## config.mk

```make
export PLATFORM = sky130hd
export DESIGN_NAME = rf_wb_arbiter
export DESIGN_NICKNAME = d
export VERILOG_FILES = /design/src/rtl/rf_pkg.sv /design/src/rtl/rf_scoreboard.sv /design/src/rtl/rf_wb_arbiter.sv
export SDC_FILE = /design/constraint.sdc
export NUM_CORES = 1
export LEC_CHECK = 0
export CORE_ASPECT_RATIO = 2
export CORE_MARGIN = 1.5
export CORE_UTILIZATION = 30
export CTS_CLUSTER_DIAMETER = 50
export CTS_CLUSTER_SIZE = 20
export DETAILED_ROUTE_END_ITERATION = 12
export PLACE_DENSITY = 0.55
export RECOVER_POWER = 50
export SLEW_MARGIN = 20
export SYNTH_ARGS = -nofsm -noshare
export SYNTH_HDL_FRONTEND = slang
export SYNTH_HIERARCHICAL = 1
export SYNTH_SLANG_ARGS = --single-unit
```

## constraint.sdc

```tcl
create_clock -name clk -period 2.7 [get_ports clk]
set_clock_uncertainty 0.15 [all_clocks]
set_input_delay 0.54 -clock clk [delete_from_list [all_inputs] [get_ports clk]]
set_output_delay 0.54 -clock clk [all_outputs]
set_load 0.02 [all_outputs]
```

## src/rtl/rf_pkg.sv

```systemverilog
// Shared widths, requester identifiers and the writeback request record for the register-file writeback path.
package rf_pkg;

    localparam int XLEN = 32;
    localparam int AW   = 5;
    localparam int NREG = 1 << AW;

    typedef enum logic {
        REQ_A = 1'b0,
        REQ_B = 1'b1
    } req_id_t;

    typedef struct packed {
        logic [AW-1:0]   addr;
        logic [XLEN-1:0] data;
    } wb_req_t;

    function automatic req_id_t other_req(input req_id_t r);
        return (r == REQ_A) ? REQ_B : REQ_A;
    endfunction

endpackage

```

## src/rtl/rf_scoreboard.sv

```systemverilog
// Pending-write bit vector: set on claim, cleared on writeback, read by two combinational query ports.
// Latency: a set or clear becomes visible on the query ports the cycle after its clock edge; no backpressure.
// Backpressure: none, every set/clear is absorbed in the cycle it is presented.
module rf_scoreboard
    import rf_pkg::*;
(
    input  logic          clk,
    input  logic          rst,
    input  logic          set_en,
    input  logic [AW-1:0] set_addr,
    input  logic          clr_en,
    input  logic [AW-1:0] clr_addr,
    input  logic [AW-1:0] q1_addr,
    input  logic [AW-1:0] q2_addr,
    output logic          q1_busy,
    output logic          q2_busy
);

    logic [NREG-1:0] pend;
    logic [NREG-1:0] pend_nxt;
    logic [NREG-1:0] set_mask;
    logic [NREG-1:0] clr_mask;

    // Clear is applied before set so a same-cycle claim of the written register stays pending.
    always_comb begin
        set_mask = '0;
        clr_mask = '0;
        if (set_en && (set_addr != '0)) set_mask[set_addr] = 1'b1;
        if (clr_en)                     clr_mask[clr_addr] = 1'b1;
        pend_nxt    = (pend & ~clr_mask) | set_mask;
        pend_nxt[0] = 1'b0;
    end

    always_ff @(posedge clk or negedge rst) begin
        if (!rst) pend <= '0;
        else      pend <= pend_nxt;
    end

    assign q1_busy = pend[q1_addr];
    assign q2_busy = pend[q2_addr];

endmodule

```

## src/rtl/rf_wb_arbiter.sv

```systemverilog
// Arbitrates ALU (A) and load (B) writebacks onto the single register-file write port; optional RF_BYPASS_EN adds forwarding.
// Latency: an accepted write drives rf_we/rf_addr/rf_wdata for one cycle on the cycle after acceptance, 1 write/cycle.
// Backpressure: combinational ready; when both requesters are valid the loser waits, round-robin after each contest.
module rf_wb_arbiter
    import rf_pkg::*;
(
    input  logic            clk,
    input  logic            rst,
    input  logic            a_valid,
    output logic            a_ready,
    input  logic [AW-1:0]   a_addr,
    input  logic [XLEN-1:0] a_data,
    input  logic            b_valid,
    output logic            b_ready,
    input  logic [AW-1:0]   b_addr,
    input  logic [XLEN-1:0] b_data,
    output logic            rf_we,
    output logic [AW-1:0]   rf_addr,
    output logic [XLEN-1:0] rf_wdata,
    input  logic            claim_valid,
    input  logic [AW-1:0]   claim_addr,
    input  logic [AW-1:0]   chk_addr1,
    input  logic [AW-1:0]   chk_addr2,
    output logic            busy1,
    output logic            busy2
`ifdef RF_BYPASS_EN
    ,
    output logic            byp1_hit,
    output logic            byp2_hit,
    output logic [XLEN-1:0] byp_data
`endif
);

    req_id_t rr_ptr;
    req_id_t rr_ptr_nxt;
    wb_req_t grant_req;
    logic    grant_vld;
    logic    sb_busy1;
    logic    sb_busy2;

    always_ff @(posedge clk or negedge rst) begin
        if (!rst) rr_ptr <= REQ_A;
        else      rr_ptr <= rr_ptr_nxt;
    end

    // The pointer only moves when both requesters competed in the same cycle.
    always_comb begin
        rr_ptr_nxt = rr_ptr;
        if (a_valid && b_valid) rr_ptr_nxt = other_req(rr_ptr);
    end

    always_comb begin
        a_ready   = a_valid && (!b_valid || (rr_ptr == REQ_A));
        b_ready   = b_valid && (!a_valid || (rr_ptr == REQ_B));
        grant_vld = a_ready || b_ready;
        grant_req = b_ready ? wb_req_t'{addr: b_addr, data: b_data}
                            : wb_req_t'{addr: a_addr, data: a_data};
    end

    // x0 writes complete the handshake but never pulse the write enable.
    always_ff @(posedge clk or negedge rst) begin
        if (!rst) begin
            rf_we    <= 1'b0;
            rf_addr  <= '0;
            rf_wdata <= '0;
        end else begin
            rf_we <= grant_vld && (grant_req.addr != '0);
            if (grant_vld) begin
                rf_addr  <= grant_req.addr;
                rf_wdata <= grant_req.data;
            end
        end
    end

    rf_scoreboard u_scoreboard (
        .clk      (clk),
        .rst      (rst),
        .set_en   (claim_valid),
        .set_addr (claim_addr),
        .clr_en   (rf_we),
        .clr_addr (rf_addr),
        .q1_addr  (chk_addr1),
        .q2_addr  (chk_addr2),
        .q1_busy  (sb_busy1),
        .q2_busy  (sb_busy2)
    );

`ifdef RF_BYPASS_EN
    // The value being written this cycle is forwarded so the reader need not wait for the clear.
    always_comb begin
        byp1_hit = rf_we && (rf_addr == chk_addr1) && (rf_addr != '0);
        byp2_hit = rf_we && (rf_addr == chk_addr2) && (rf_addr != '0);
        byp_data = rf_wdata;
        busy1    = sb_busy1 && !byp1_hit;
        busy2    = sb_busy2 && !byp2_hit;
    end
`else
    assign busy1 = sb_busy1;
    assign busy2 = sb_busy2;
`endif

endmodule

```

==> summary.md, run 1 <==
| Metric | Value |
|---|---|
| FILL cells | 1297 |
| Outcome | finished clean |
| Final core utilization | 44.32% |
| Largest stage delay, worst path | 510 ps |
| GRT busiest layer | met2 |
| Clock edge transition at the registers on the reported setup and hold paths | 60 ps |
| Grt ovf | 0 |
| Register area share after synthesis | 42.67% |
| Vias | 3904 |
| Die Width | 85.72 um |
| Iteration-0 DRC Markers | 147 |
| Max capacitance violation total | 0 |
| I/O pin count | 136 |
| Final ANT Viol Nets | 0 |
| Layout Cells excl Fill | 717 |
| Synth cell count leaders | 70 x dfrtp_1, 62 x o21ai_0, 37 x mux2_2, 36 x inv_1, 32 x a31oi_1 |
| Setup bufs post-CTS | 0 |
| Post-Route WL | 13680 um |
| Buffers on Ports | 135 |
| Syn Inst Count | 413 |
| Initial Util | 30.55% |
| DP HPWL | 10380 um |
| Clock Tree Root | clkbuf_16 |
| Met1 Usage GRT | 20.19% |
| Die Ht | 168.4 um |
| Post-synth EDFFs | 0 |
| Count leader, synth | dfrtp_1 |
| Min-Delay Path Class | in2async |
| Crit start category | input pin |
| Largest net degree at the start of global routing | 65 |
| Synth Flop Type | dfrtp_1 |
| Clk sink count | 70 |
| ANT cells | 0 |
| Leakage power | 2.404 nW |
| Placed instance count | 701 |
| Final hold viol count | 0 |
| WP data required | 2010 ps |
| DRT Pass-1 Iters | 4 |
| First-pass GRT wire length | 22150 um |
| Worst slew margin | 12.62% |
| Post-CTS Hold Fix Bufs | 0 |
| GPL Wtd Cong | 0.8777 |
| # DRC | 0 |
| Yosys top cell by area | dfrtp_1 |
| Met2 Usage GRT | 37.42% |
| Nets | 651 |
| CTS tree | yes |
| Final period utilization | 98.70% |
| Maximum vdd drop | 0.4121 mV |
| Syn_area_per_cell | 9.940 um2 |
| Min Clock Period, post-route | 2665 ps |
| Vias per cell | 5.445 |
| Share of layout cells above drive strength 1 | 18.51% |
| Async set-reset flop share out of synthesis | 100.0% |
| RSZ-0062 raised after global routing | yes |
| Fmax | 375.2 MHz |
| Yosys reg bits | 70 |
| Initial antenna violation count | 0 |
| Syn nets | 507 |
| Vias in the first global route | 4169 |
| Area Overhead vs Synth | 45.08% |
| Clk Latency, worst-skew pair | 330 ps |
| Yosys warning count | 6 |
| CTS Buf Count | 9 |
| Synth top area share | 42.67% |
| # setup viols final | 0 |
| Slowest cell on crit path | clkdlybuf4s50_1 |
| Worst hold slack | 326.1 ps |
| # rows | 60 |
| Clock Path Buffers | 2 |
| # H-tree levels | 3 |
| Synth top area cells | dfrtp_1 43%, mux2_2 10%, o21ai_0 7.6% |
| Data arrival time of the worst path | 1970 ps |
| Die area | 14440 um2 |
| Max-slew violations | 0 |
| DR WL/cell | 19.08 um |
| CP Max Fanout | 12 |
| Crit Path Category | in2out |
| Critical Path End Type | primary output |
| Distinct cells, synth | 34 |
| Netlist Area Pre-Place | 4105 um2 |
| GRT Util Overall | 19.80% |
| Total core area | 13440 um2 |
| Met3 usage | 5.539% |
| Crit path cell chain | clkdlybuf4s50_1 > buf_12 > mux2i_1 > a22oi_1 > nand3_1 > nand4_1 > buf_2 |
| Worst-Margin Slew | 1311 ps |
| Power Density | 795.3 nW/um2 |
path summary, 6_finish.rpt:
check	from	endpoint	slack [ps]	depth (start not counted)
max	chk_addr1[2]	busy1	40	7
min	rst	rf_wdata[21]	330	1
max reg2reg	rf_addr[1]	u_scoreboard/pend[4]	1080	3
min reg2reg	u_scoreboard/pend[18]	u_scoreboard/pend[18]	380	2
max in group asynchronous	rst	u_scoreboard/pend[1]	530	3
min in group clk	u_scoreboard/pend[18]	u_scoreboard/pend[18]	380	2
layer usage:
| metal | up-vias | share of wire, % |
|---|---|---|
| met5 | - | 0 |
| met4 | 0 | 2.5 |
| met3 | 25 | 5.8 |
| met2 | 146 | 56 |
| met1 | 1908 | 36 |
| li1 | 1825 | - |
power breakdown:
group	switching [mW]	internal [mW]	leakage, nW
logic	0.943	0.894	1.46
registers	0.275	1.43	0.793
clock network	0.454	0.737	0.148
critical path: cells and delay by family:
family / cells / cell delay [ps]
muxes: 1 / 250
and+or+nand+nor: 2 / 200
AOI/OAI and AO/OA: 1 / 140
buffers and inverters: 3 / 840
metrics by stage:
step / TNS [ps] / power (mW) / setup slack, ps / area, um2
after CTS: 0 / 4.797 / 53.07 / 5982
after global placement: -1197 / 3.530 / -629.0 / 5687
after floorplan: 0 / 2.724 / 333.7 / 4105
after global routing: -56.04 / 5.056 / -28.08 / 5956
final: 0 / 4.737 / 35.08 / 5956
after detailed placement: -1242 / 3.576 / -649.4 / 5687
layout by cell type, fill, tap and decap left out, types with 2 or more instances in the layout:
cell type	netlist	routed
clkdlybuf4s50_1	0	125
dfrtp_1	70	70
o21ai_0	62	62
mux2_2	37	37
inv_1	36	36
a31oi_1	32	32
o22ai_1	27	29
nor2_1	20	20
buf_4	0	20
mux2i_1	18	16
nand3_1	12	12
nand3b_1	10	10
nand2_1	9	9
clkbuf_16	0	9
o22ai_2	10	8
mux4_2	6	6
a21oi_1	6	6
buf_2	10	4
or3b_2	4	4
nand2b_1	4	4
nor2b_1	4	4
clkinv_2	0	3
dlygate4sd2_1	0	3
a22oi_1	4	3
buf_12	0	2
clkbuf_2	0	2
or3_1	2	2
o2111ai_1	2	2
a211oi_1	2	2
mux2i_2	0	2
o211ai_1	2	2
nand4_1	2	2
area by class of cell:
class | count | area (um2) | share of cell area, %
tap | 155 | 193.9 | 3.256
sequential | 70 | 1752 | 29.41
multi-input combinational | 281 | 2052 | 34.45
inverter | 36 | 135.1 | 2.269
timing repair buffer | 159 | 1523 | 25.57
clock inverter | 6 | 61.31 | 1.029
clock buffer | 10 | 239.0 | 4.013
kinds of logic (layout without fill, tap and decap cells):
group,count (synthesis),after routing,share of synthesized area (%)
and+or+nand+nor,69,69,8.930
DFF,70,70,42.67
xor gates and xnor gates,1,1,0.2134
buffers and inverters,62,211,7.345
muxes,61,61,17.83
AOI/OAI and AO/OA,150,150,23.01
state kept, by name, indices dropped and copies added (netlist names):
name               cells
rf_addr                5
rf_wdata              32
rf_we                  1
rr_ptr                 1
u_scoreboard/pend     31
timing repair:
action                     in CTS  in global routing
pin swaps                       0                  0
setup endpoints to repair       2                  2
resized for setup              16                  1
Note: power is estimated with default switching activity, not from simulation.
==> inputs of run 2 (changes only) <==
--- a/config.mk
+++ b/config.mk
@@ -8,7 +8,7 @@
 export CORE_ASPECT_RATIO = 2
 export CORE_MARGIN = 1.5
 export CORE_UTILIZATION = 30
-export CTS_CLUSTER_DIAMETER = 50
+export CTS_CLUSTER_DIAMETER = 60
 export CTS_CLUSTER_SIZE = 20
 export DETAILED_ROUTE_END_ITERATION = 12
 export PLACE_DENSITY = 0.55
==> results of run 2 <==
Same layout as run 1: the final DEF is identical, and so are final timing and power.
